`config.mk`:
```
export PLATFORM = sky130hd
export DESIGN_NAME = rtc_timekeeper
export DESIGN_NICKNAME = d
export VERILOG_FILES = /design/src/rtl/rtc_pkg.sv /design/src/rtl/rtc_prescaler.sv /design/src/rtl/rtc_timekeeper.sv
export SDC_FILE = /design/constraint.sdc
export NUM_CORES = 1
export LEC_CHECK = 0
export CORE_UTILIZATION = 30
export CTS_BUF_LIST = sky130_fd_sc_hd__clkbuf_8
export DETAILED_ROUTE_END_ITERATION = 10
export GPL_ROUTABILITY_DRIVEN = 0
export HOLD_SLACK_MARGIN = 0.08
export PLACE_DENSITY_LB_ADDON = 0.15
export SLEW_MARGIN = 20
export SYNTH_ARGS = -nofsm -noshare
export SYNTH_HDL_FRONTEND = slang
export SYNTH_HIERARCHICAL = 1
export SYNTH_SLANG_ARGS = --single-unit
```
`constraint.sdc`:
```
create_clock -name clk -period 6.45 [get_ports clk]
set_clock_uncertainty 0.15 [all_clocks]
set_input_delay 0.9675 -clock clk [delete_from_list [all_inputs] [get_ports clk]]
set_output_delay 0.9675 -clock clk [all_outputs]
set_load 0.02 [all_outputs]
```
`src/rtl/rtc_pkg.sv`:
```
// Shared limits, types and helpers for the BCD real-time clock core.
// Used by rtc_timekeeper and rtc_prescaler.
package rtc_pkg;

  localparam logic [3:0] SECL_MAX = 4'd9;
  localparam logic [3:0] SECM_MAX = 4'd5;
  localparam logic [3:0] MINL_MAX = 4'd9;
  localparam logic [3:0] MINM_MAX = 4'd5;
  localparam logic [3:0] HRL_MAX  = 4'd9;
  localparam logic [7:0] HOUR_MAX = 8'd23;

  typedef enum logic [1:0] {
    IDLE   = 2'd0,
    CHECK  = 2'd1,
    COMMIT = 2'd2
  } set_state_t;

  typedef struct packed {
    logic [3:0] hrm;
    logic [3:0] hrl;
    logic [3:0] minm;
    logic [3:0] minl;
    logic [3:0] secm;
    logic [3:0] secl;
  } bcd_time_t;

  typedef struct packed {
    logic [3:0] hrm;
    logic [3:0] hrl;
    logic [3:0] minm;
    logic [3:0] minl;
  } bcd_alarm_t;

  function automatic logic [7:0] hour_bin(input logic [3:0] tens, input logic [3:0] ones);
    return ({4'd0, tens} * 8'd10) + {4'd0, ones};
  endfunction

  function automatic logic hhmm_valid(input logic [3:0] hrm, input logic [3:0] hrl,
                                      input logic [3:0] minm, input logic [3:0] minl);
    return (hrl <= HRL_MAX) && (hour_bin(hrm, hrl) <= HOUR_MAX) &&
           (minm <= MINM_MAX) && (minl <= MINL_MAX);
  endfunction

  function automatic logic time_valid(input bcd_time_t t);
    return hhmm_valid(t.hrm, t.hrl, t.minm, t.minl) &&
           (t.secm <= SECM_MAX) && (t.secl <= SECL_MAX);
  endfunction

  // 00 shows as 12, 13..23 fold down by twelve; minutes and seconds pass through.
  function automatic bcd_time_t to_12h(input bcd_time_t t);
    bcd_time_t  d;
    logic [7:0] h;
    d = t;
    h = hour_bin(t.hrm, t.hrl);
    if (h == 8'd0) begin
      h = 8'd12;
    end else if (h > 8'd12) begin
      h = h - 8'd12;
    end
    d.hrm = 4'd0;
    if (h >= 8'd10) begin
      h     = h - 8'd10;
      d.hrm = 4'd1;
    end
    d.hrl = h[3:0];
    return d;
  endfunction

endpackage

```
`src/rtl/rtc_prescaler.sv`:
```
// Divides the system clock down to the time-base rate: tick is high for the
// single cycle in which the count sits at DIV-1; clr restarts the count at 0.
module rtc_prescaler
  import rtc_pkg::*;
#(
  parameter int DIV = 2
) (
  input  logic clk,
  input  logic rst,
  input  logic clr,
  output logic tick
);

  localparam int CW = $clog2(DIV);
  localparam logic [CW-1:0] LAST = CW'(DIV - 1);

  logic [CW-1:0] count;

  always_ff @(posedge clk or negedge rst) begin
    if (!rst) begin
      count <= '0;
    end else if (clr || (count == LAST)) begin
      count <= '0;
    end else begin
      count <= count + CW'(1);
    end
  end

  assign tick = (count == LAST);

endmodule

```
`src/rtl/rtc_timekeeper.sv`:
```
// BCD hh:mm:ss real-time clock with validated time load and 12/24-hour display.
// Define RTC_ALARM_EN to add the minute-resolution alarm ports and logic.
module rtc_timekeeper
  import rtc_pkg::*;
#(
  parameter int CLK_HZ  = 50_000_000,
  parameter int TICK_HZ = 1
) (
  input  logic        clk,
  input  logic        rst,
  input  logic        mode12,
  input  logic        set_valid,
  output logic        set_ready,
  input  logic [23:0] set_time,
  output logic        set_err,
  output logic [3:0]  hrm,
  output logic [3:0]  hrl,
  output logic [3:0]  minm,
  output logic [3:0]  minl,
  output logic [3:0]  secm,
  output logic [3:0]  secl,
  output logic        pm,
  output logic        sec_tick
`ifdef RTC_ALARM_EN
  ,
  input  logic        alm_wr,
  input  logic [15:0] alm_time,
  input  logic        alm_on,
  input  logic        alm_ack,
  output logic        alarm_flag
`endif
);

  localparam int DIV = CLK_HZ / TICK_HZ;

  set_state_t state;
  bcd_time_t  set_buf;
  bcd_time_t  cur_time;
  bcd_time_t  inc_time;
  bcd_time_t  next_time;
  bcd_time_t  disp;
  logic       tick;
  logic       commit;
  logic       tick_eff;

  assign commit   = (state == COMMIT);
  assign tick_eff = tick && !commit;

  rtc_prescaler #(.DIV(DIV)) u_prescaler (
    .clk  (clk),
    .rst  (rst),
    .clr  (commit),
    .tick (tick)
  );

  // Ripple-carry BCD increment of the stored 24-hour time.
  always_comb begin
    inc_time = cur_time;
    if (cur_time.secl != SECL_MAX) begin
      inc_time.secl = cur_time.secl + 4'd1;
    end else begin
      inc_time.secl = 4'd0;
      if (cur_time.secm != SECM_MAX) begin
        inc_time.secm = cur_time.secm + 4'd1;
      end else begin
        inc_time.secm = 4'd0;
        if (cur_time.minl != MINL_MAX) begin
          inc_time.minl = cur_time.minl + 4'd1;
        end else begin
          inc_time.minl = 4'd0;
          if (cur_time.minm != MINM_MAX) begin
            inc_time.minm = cur_time.minm + 4'd1;
          end else begin
            inc_time.minm = 4'd0;
            if (hour_bin(cur_time.hrm, cur_time.hrl) == HOUR_MAX) begin
              inc_time.hrm = 4'd0;
              inc_time.hrl = 4'd0;
            end else if (cur_time.hrl == HRL_MAX) begin
              inc_time.hrm = cur_time.hrm + 4'd1;
              inc_time.hrl = 4'd0;
            end else begin
              inc_time.hrl = cur_time.hrl + 4'd1;
            end
          end
        end
      end
    end
  end

  // A load in COMMIT takes priority over a coincident tick, which is dropped.
  always_comb begin
    next_time = cur_time;
    if (commit) begin
      next_time = set_buf;
    end else if (tick_eff) begin
      next_time = inc_time;
    end
  end

  always_ff @(posedge clk or negedge rst) begin
    if (!rst) begin
      cur_time <= '0;
      disp     <= '0;
      pm       <= 1'b0;
      sec_tick <= 1'b0;
    end else begin
      cur_time <= next_time;
      disp     <= mode12 ? to_12h(next_time) : next_time;
      pm       <= (hour_bin(next_time.hrm, next_time.hrl) >= 8'd12);
      sec_tick <= tick_eff;
    end
  end

  assign hrm  = disp.hrm;
  assign hrl  = disp.hrl;
  assign minm = disp.minm;
  assign minl = disp.minl;
  assign secm = disp.secm;
  assign secl = disp.secl;

  // Load handshake: capture, validate, then commit with a prescaler restart.
  always_ff @(posedge clk or negedge rst) begin
    if (!rst) begin
      state     <= IDLE;
      set_buf   <= '0;
      set_ready <= 1'b1;
      set_err   <= 1'b0;
    end else begin
      set_err <= 1'b0;
      case (state)
        IDLE: begin
          if (set_valid && set_ready) begin
            set_buf   <= set_time;
            state     <= CHECK;
            set_ready <= 1'b0;
          end
        end
        CHECK: begin
          if (time_valid(set_buf)) begin
            state <= COMMIT;
          end else begin
            state     <= IDLE;
            set_ready <= 1'b1;
            set_err   <= 1'b1;
          end
        end
        COMMIT: begin
          state     <= IDLE;
          set_ready <= 1'b1;
        end
        default: begin
          state     <= IDLE;
          set_ready <= 1'b1;
        end
      endcase
    end
  end

`ifdef RTC_ALARM_EN
  bcd_alarm_t alm_reg;
  logic       alm_match;

  // Only a counted tick landing on hh:mm:00 can match; loads never do.
  assign alm_match = alm_on && tick_eff &&
                     (inc_time.secm == 4'd0) && (inc_time.secl == 4'd0) &&
                     (inc_time.hrm == alm_reg.hrm) && (inc_time.hrl == alm_reg.hrl) &&
                     (inc_time.minm == alm_reg.minm) && (inc_time.minl == alm_reg.minl);

  always_ff @(posedge clk or negedge rst) begin
    if (!rst) begin
      alm_reg    <= '0;
      alarm_flag <= 1'b0;
    end else begin
      if (alm_wr && hhmm_valid(alm_time[15:12], alm_time[11:8], alm_time[7:4], alm_time[3:0])) begin
        alm_reg <= alm_time;
      end
      if (alm_match) begin
        alarm_flag <= 1'b1;
      end else if (alm_ack) begin
        alarm_flag <= 1'b0;
      end
    end
  end
`endif

endmodule
```
Word level (Yosys, flattened, before mapping):

Cells that the tools add are included.

* input bits: 28
* output and inout port bits: 28
* word-level logic and storage cells: 99
* register bits after elaboration: 104

* multiply operators: 3
* reduce and logical (&&, ||, !) cells: 13
* mux-type cells: 27
* order comparisons: 9
* add/sub/neg operators: 12
* equal/unequal tests: 11

Operators by type and width (count)
* $mux 24: 3
* $mux 8: 4
* $mux 4: 7
* $add 26x1->26 const B: 1
* $eq 26x26->1 const B: 1
* $mux 26: 1
* $add 4x1->4 const B: 6
* $add 8x4->8: 3
* $mul 4x3->7 const B: 3
* $mux 20: 1
* $ge 8x4->1 const B: 2
* $mux 16: 1
* $le 4x4->1 const B: 3
* $mux 12: 1
* $eq 8x5->1 const B: 1
* $gt 8x4->1 const B: 1
* $le 4x3->1 const B: 2
* $le 8x5->1 const B: 1
* $logic_not 8->1: 1
* $ne 4x3->1 const B: 2
* $ne 4x4->1 const B: 2
* $sub 8x4->8 const B: 1
* $logic_and 1x1->1: 7
* $mux 1: 5
* 12 further kinds: 15

Logic depth before layout (Yosys ltp):

* depth after elaboration: 18
* gate-level depth with buffers: 29
* mapped depth without buffers: 28

Hierarchy:

The synthesis kept the hierarchy.

By module, submodules not included
* rtc_timekeeper: seq. area each 1552.7 µm², cells each 479, times used 1, area an instance 4509.3 µm²
* rtc_prescaler: seq. area each 650.6 µm², cells each 144, times used 1, area an instance 1385.1 µm²

Worst setup path after synthesis:

OpenSTA, ideal clock, no wires.

* path type: reg2reg
* from: register cur_time[21] (netlist name)
* to: register disp, in the netlist hrl[3]
* buffers on the path: 1
* stages on the path, launching flop included: 30
* library setup time: 0.131 ns
* data required time: 6.169 ns
* period minus slack after synthesis: 6.634 ns
* setup slack: -0.184 ns
* arrival time: 6.352 ns
* path through: dfrtp_1 ha_1 ha_1 fa_1 xnor2_1 a31oi_1 or3_1 o21ai_0 nand2_1 o21ai_0 o211ai_1 o21ai_0 inv_1 ha_1 ha_1 inv_1 fa_1 nand2b_1 or3_1 clkbuf_1 nor4bb_1 nor4_1 a211oi_4 nand3_4 nand2_1 o21ai_0 ha_1 and2_1 a22o_1 or3_1

RTL lines
* from (decl): line rtc_timekeeper.sv:38 `bcd_time_t cur_time;`
* from (signal assigned): line rtc_timekeeper.sv:107 `cur_time <= next_time;`
* to (signal assigned): line rtc_timekeeper.sv:108 `disp <= mode12 ? to_12h(next_time) : next_time;`
* to (decl): line rtc_timekeeper.sv:41 `bcd_time_t disp;`

==> Flow_metrics.wiki <==
{| class="wikitable"
! Metric !! Value
|-
| Post-route ant nets || 0
|-
| Largest buffer count on any clock path || 2
|-
| Combined area of all synthesized cells || 5890 sq um
|-
| Post-layout total power || 994 uW
|-
| Post-Syn Nets || 694
|-
| Reg-to-reg slack, setup || 0.12 ns
|-
| Peak supply drop || around 76 uV
|-
| Number of placement rows || 50
|-
| Number of antenna violations at the first check in global routing || 0
|-
| Maximum cell stage delay along the critical path || 0.58 ns
|-
| Crit path kind || reg -> reg
|-
| CTS Sinks || approximately 90
|-
| IO Port Bufs || 55
|-
| Clock buffers created by TritonCTS || 9
|-
| PD cells || between 100 and 150 nW/um^2
|-
| Most used flip-flop cell after synthesis || dfrtp_1
|-
| Area share of the leading cell type in the synthesized netlist || between 30% and 40%
|-
| Outcome || finished clean
|-
| Endpoint type of the worst setup path || register
|-
| Post-synthesis to final-layout area growth || 23.2%
|-
| Buf+Inv Stages, Crit Path || 2
|-
| Worst slew slack as a fraction of its limit || 30.2%
|-
| Share of layout cells above drive strength 1 || 19.5%
|-
| Commonest cells in the synthesized netlist || 87 x dfrtp_1, 45 x nand2_1, 45 x nor2_1
|-
| Max-Cap Viols || 0
|-
| Half-perimeter wire length after detailed placement || 11.5 mm
|-
| Height of the chip || 142 um
|-
| Post-route cell area || 7260 sq um
|-
| Share of the clock period used by the worst path || 98.2%
|-
| Synthesized instance count || 623
|-
| Largest fanout on the critical path || 5
|-
| Final core utilization || 38.3%
|-
| Drt wl/cell || 16.0 um
|-
| Worst reg2reg path endpoint || hrl[3]$_DFF_PN0_
|-
| Top cell family by delay on the critical path || simple AND/OR/NAND/NOR gates
|-
| Average cell area after synthesis || 9.46 sq um
|-
| All-layer global routing usage || 16.1%
|-
| Die Outline Area || 20,200 sq um
|-
| Data arrival at the endpoint of the critical path || 6.46 ns
|-
| FFs w/ async S/R, synth || 100%
|-
| Count of fill cells added during filler insertion || 1,914
|-
| CTS tree || yes
|-
| Cell type with the highest aggregate area in the netlist || dfrtp_1
|-
| Total via count after detailed routing || 4,914
|-
| Residual overflow from global routing || 0
|-
| Post-layout minimum cycle time || around 6.3 ns
|-
| Cell at the root of the clock tree || clkbuf_8
|-
| Placed inst area || 6880 sq um
|-
| Leak || ~0.0032 uW
|-
| Dominant cells by area after synthesis || dfrtp_1 37%, ha_1 7.9%, mux2_2 4.8%
|-
| Number of global-route vias before repair || 4,882
|-
| Post-synth cell types || 77
|-
| Area of the multi-input gates || between 3000 and 4000 sq um
|-
| Post-route worst hold slack || roughly 0.24 ns
|-
| IO Pins || 56
|-
| Peak clock frequency supported by timing || approximately 0.16 GHz
|-
| Clk Latency, worst-skew pair || 0.39 ns
|-
| RSZ-0062 raised after global routing || true
|-
| # DRC || 0
|-
| Number of flops mapped to enable cells by yosys || 0
|-
| Slew of the pin with the lowest slew margin || 1.05 ns
|-
| Post-detailed-route via-to-cell ratio || just over 5
|-
| Depth of the worst register-to-register path || 28
|-
| FF+latch count, synth || 88
|-
| Diode count || 0
|-
| Highest-delay cell along the critical path || fa_1
|-
| Width of the die || approximately 140 um
|-
| Initial Utilization || a little under a third
|-
| Worst path required time || 6.57 ns
|-
| Clock transition at the register clock pins on the worst setup and hold paths after CTS || ~0.10 ns
|-
| Most common cell in the netlist || dfrtp_1
|-
| Number of iterations in the first detailed-routing pass || 4
|-
| Setup TNS Final || 0 ns
|-
| Total core area || 19,000 sq um
|-
| First-pass GRT wire length || 25.5 mm
|-
| H-tree depth || 3
|-
| Final #Nets || 768
|-
| Final-report hold violation count || 0
|-
| Maximum number of pins on one net before global-route repair || 80
|-
| Count of endpoints failing setup in the final report || 0
|-
| Sequential share of the synthesized area || 37.4%
|-
| Worst R2R Start || cur_time[21]$_DFF_PN0_
|-
| Synth warnings || 6
|-
| CP startpoint kind || register
|-
| Wire length reported by the detailed router || 15.4 mm
|-
| 1st-iter DRT viols || 272
|-
| Class of the most critical hold timing path || in -> async
|-
| Max-slew violation count || 0
|-
| Sequential standard cell area || 2200 sq um
|}
## logic make-up after synthesis
logic type / count (synthesis) / share of synthesized area [%]
compound gates: 149 / 16.9
xor+xnor: 22 / 3.27
fa+ha+maj: 43 / 9.89
buf+inv: 60 / 5.01
flops: 88 / 37.4
mux: 29 / 5.46
simple gates: 232 / 22.1
## state kept, by name, summed over array words and instances (netlist names)
name / flops
u_prescaler/count: 26
cur_time: 24
set_buf: 24
hrl: 4
hrm: 4
state: 2
pm: 1
sec_tick: 1
set_err: 1
set_ready: 1
## worst max path at each step
stage,start,to,slack (ns),cells past startpoint
finish,cur_time[21]$_DFF_PN0_,hrl[3]$_DFF_PN0_,0.12,28
global route,cur_time[21]$_DFF_PN0_,hrl[3]$_DFF_PN0_,-0.17,28
CTS,cur_time[23]$_DFF_PN0_,hrl[3]$_DFF_PN0_,0.05,28
detailed placement,u_prescaler/count[1]$_DFF_PN0_,hrl[3]$_DFF_PN0_,-0.08,27
global placement,u_prescaler/count[1]$_DFF_PN0_,hrl[3]$_DFF_PN0_,0.05,27
floorplan,cur_time[21]$_DFF_PN0_,hrl[3]$_DFF_PN0_,0.02,29
## timing repair
item	in CTS	in global routing
hold buffers	0	0
setup buffers	0	7
resized for setup	3	24
pin swaps	0	20
endpoints found under the hold margin	0	0
setup endpoints to repair	1	4
## report_power, final
group          internal, uW  switching, uW  total, uW
Sequential              552          0.154        552
Clock                   183            225        408
Combinational          16.4           16.9       33.2
## layer usage
layer	part of all wire [%]	global-route usage (%)
met3	2.5	2.66
met5	0	0
met4	1.8	5.77
met2	49	26.6
met1	47	21.2
## through the flow
stage          setup slack [ns]  std cells
2_1_floorplan            0.0183        623
3_3_place_gp             0.0487        939
3_5_place_dp            -0.0763        939
4_1_cts                  0.0506        955
5_1_grt                  -0.175        962
6_report                  0.117        962
## area by class of cell
cell class                      count  area share, %
Multi-Input combinational cell    475           49.1
Sequential cell                    88           30.3
Inverter                           26           1.34
Timing Repair Buffer               97           12.0
Clock buffer                        9           1.71
Clock inverter                      7           1.09
Tap cell                          260           4.48
## worst register-to-register path, delay by kind of cell, from the launching register on
kind	cells	cell delay, ns
AOI/OAI and AO/OA	8	1.14
xor gates and xnor gates	1	0.13
adders and majority gates	7	2.09
buffers and inverters	2	0.13
DFF	1	0.42
and+or+nand+nor	10	2.19
## layout by cell type (no fill, tap or decap), drive strengths merged, types with 6 or more instances in the layout
cell type,count
dfrtp,87
clkdlybuf4s50,54
nor2,45
nand2,45
a21oi,43
buf,43
o21ai,40
ha,37
inv,28
mux2,25
nor3,23
nand3,22
xor2,14
or3,14
nand4,11
a31oi,11
clkbuf,9
nor4,9
nand3b,8
xnor2,8
a21o,7
or4,7
nand2b,7
fa,6
o31ai,6
and3,6
and4,6
No activity file was read; power rests on OpenSTA's default activity.
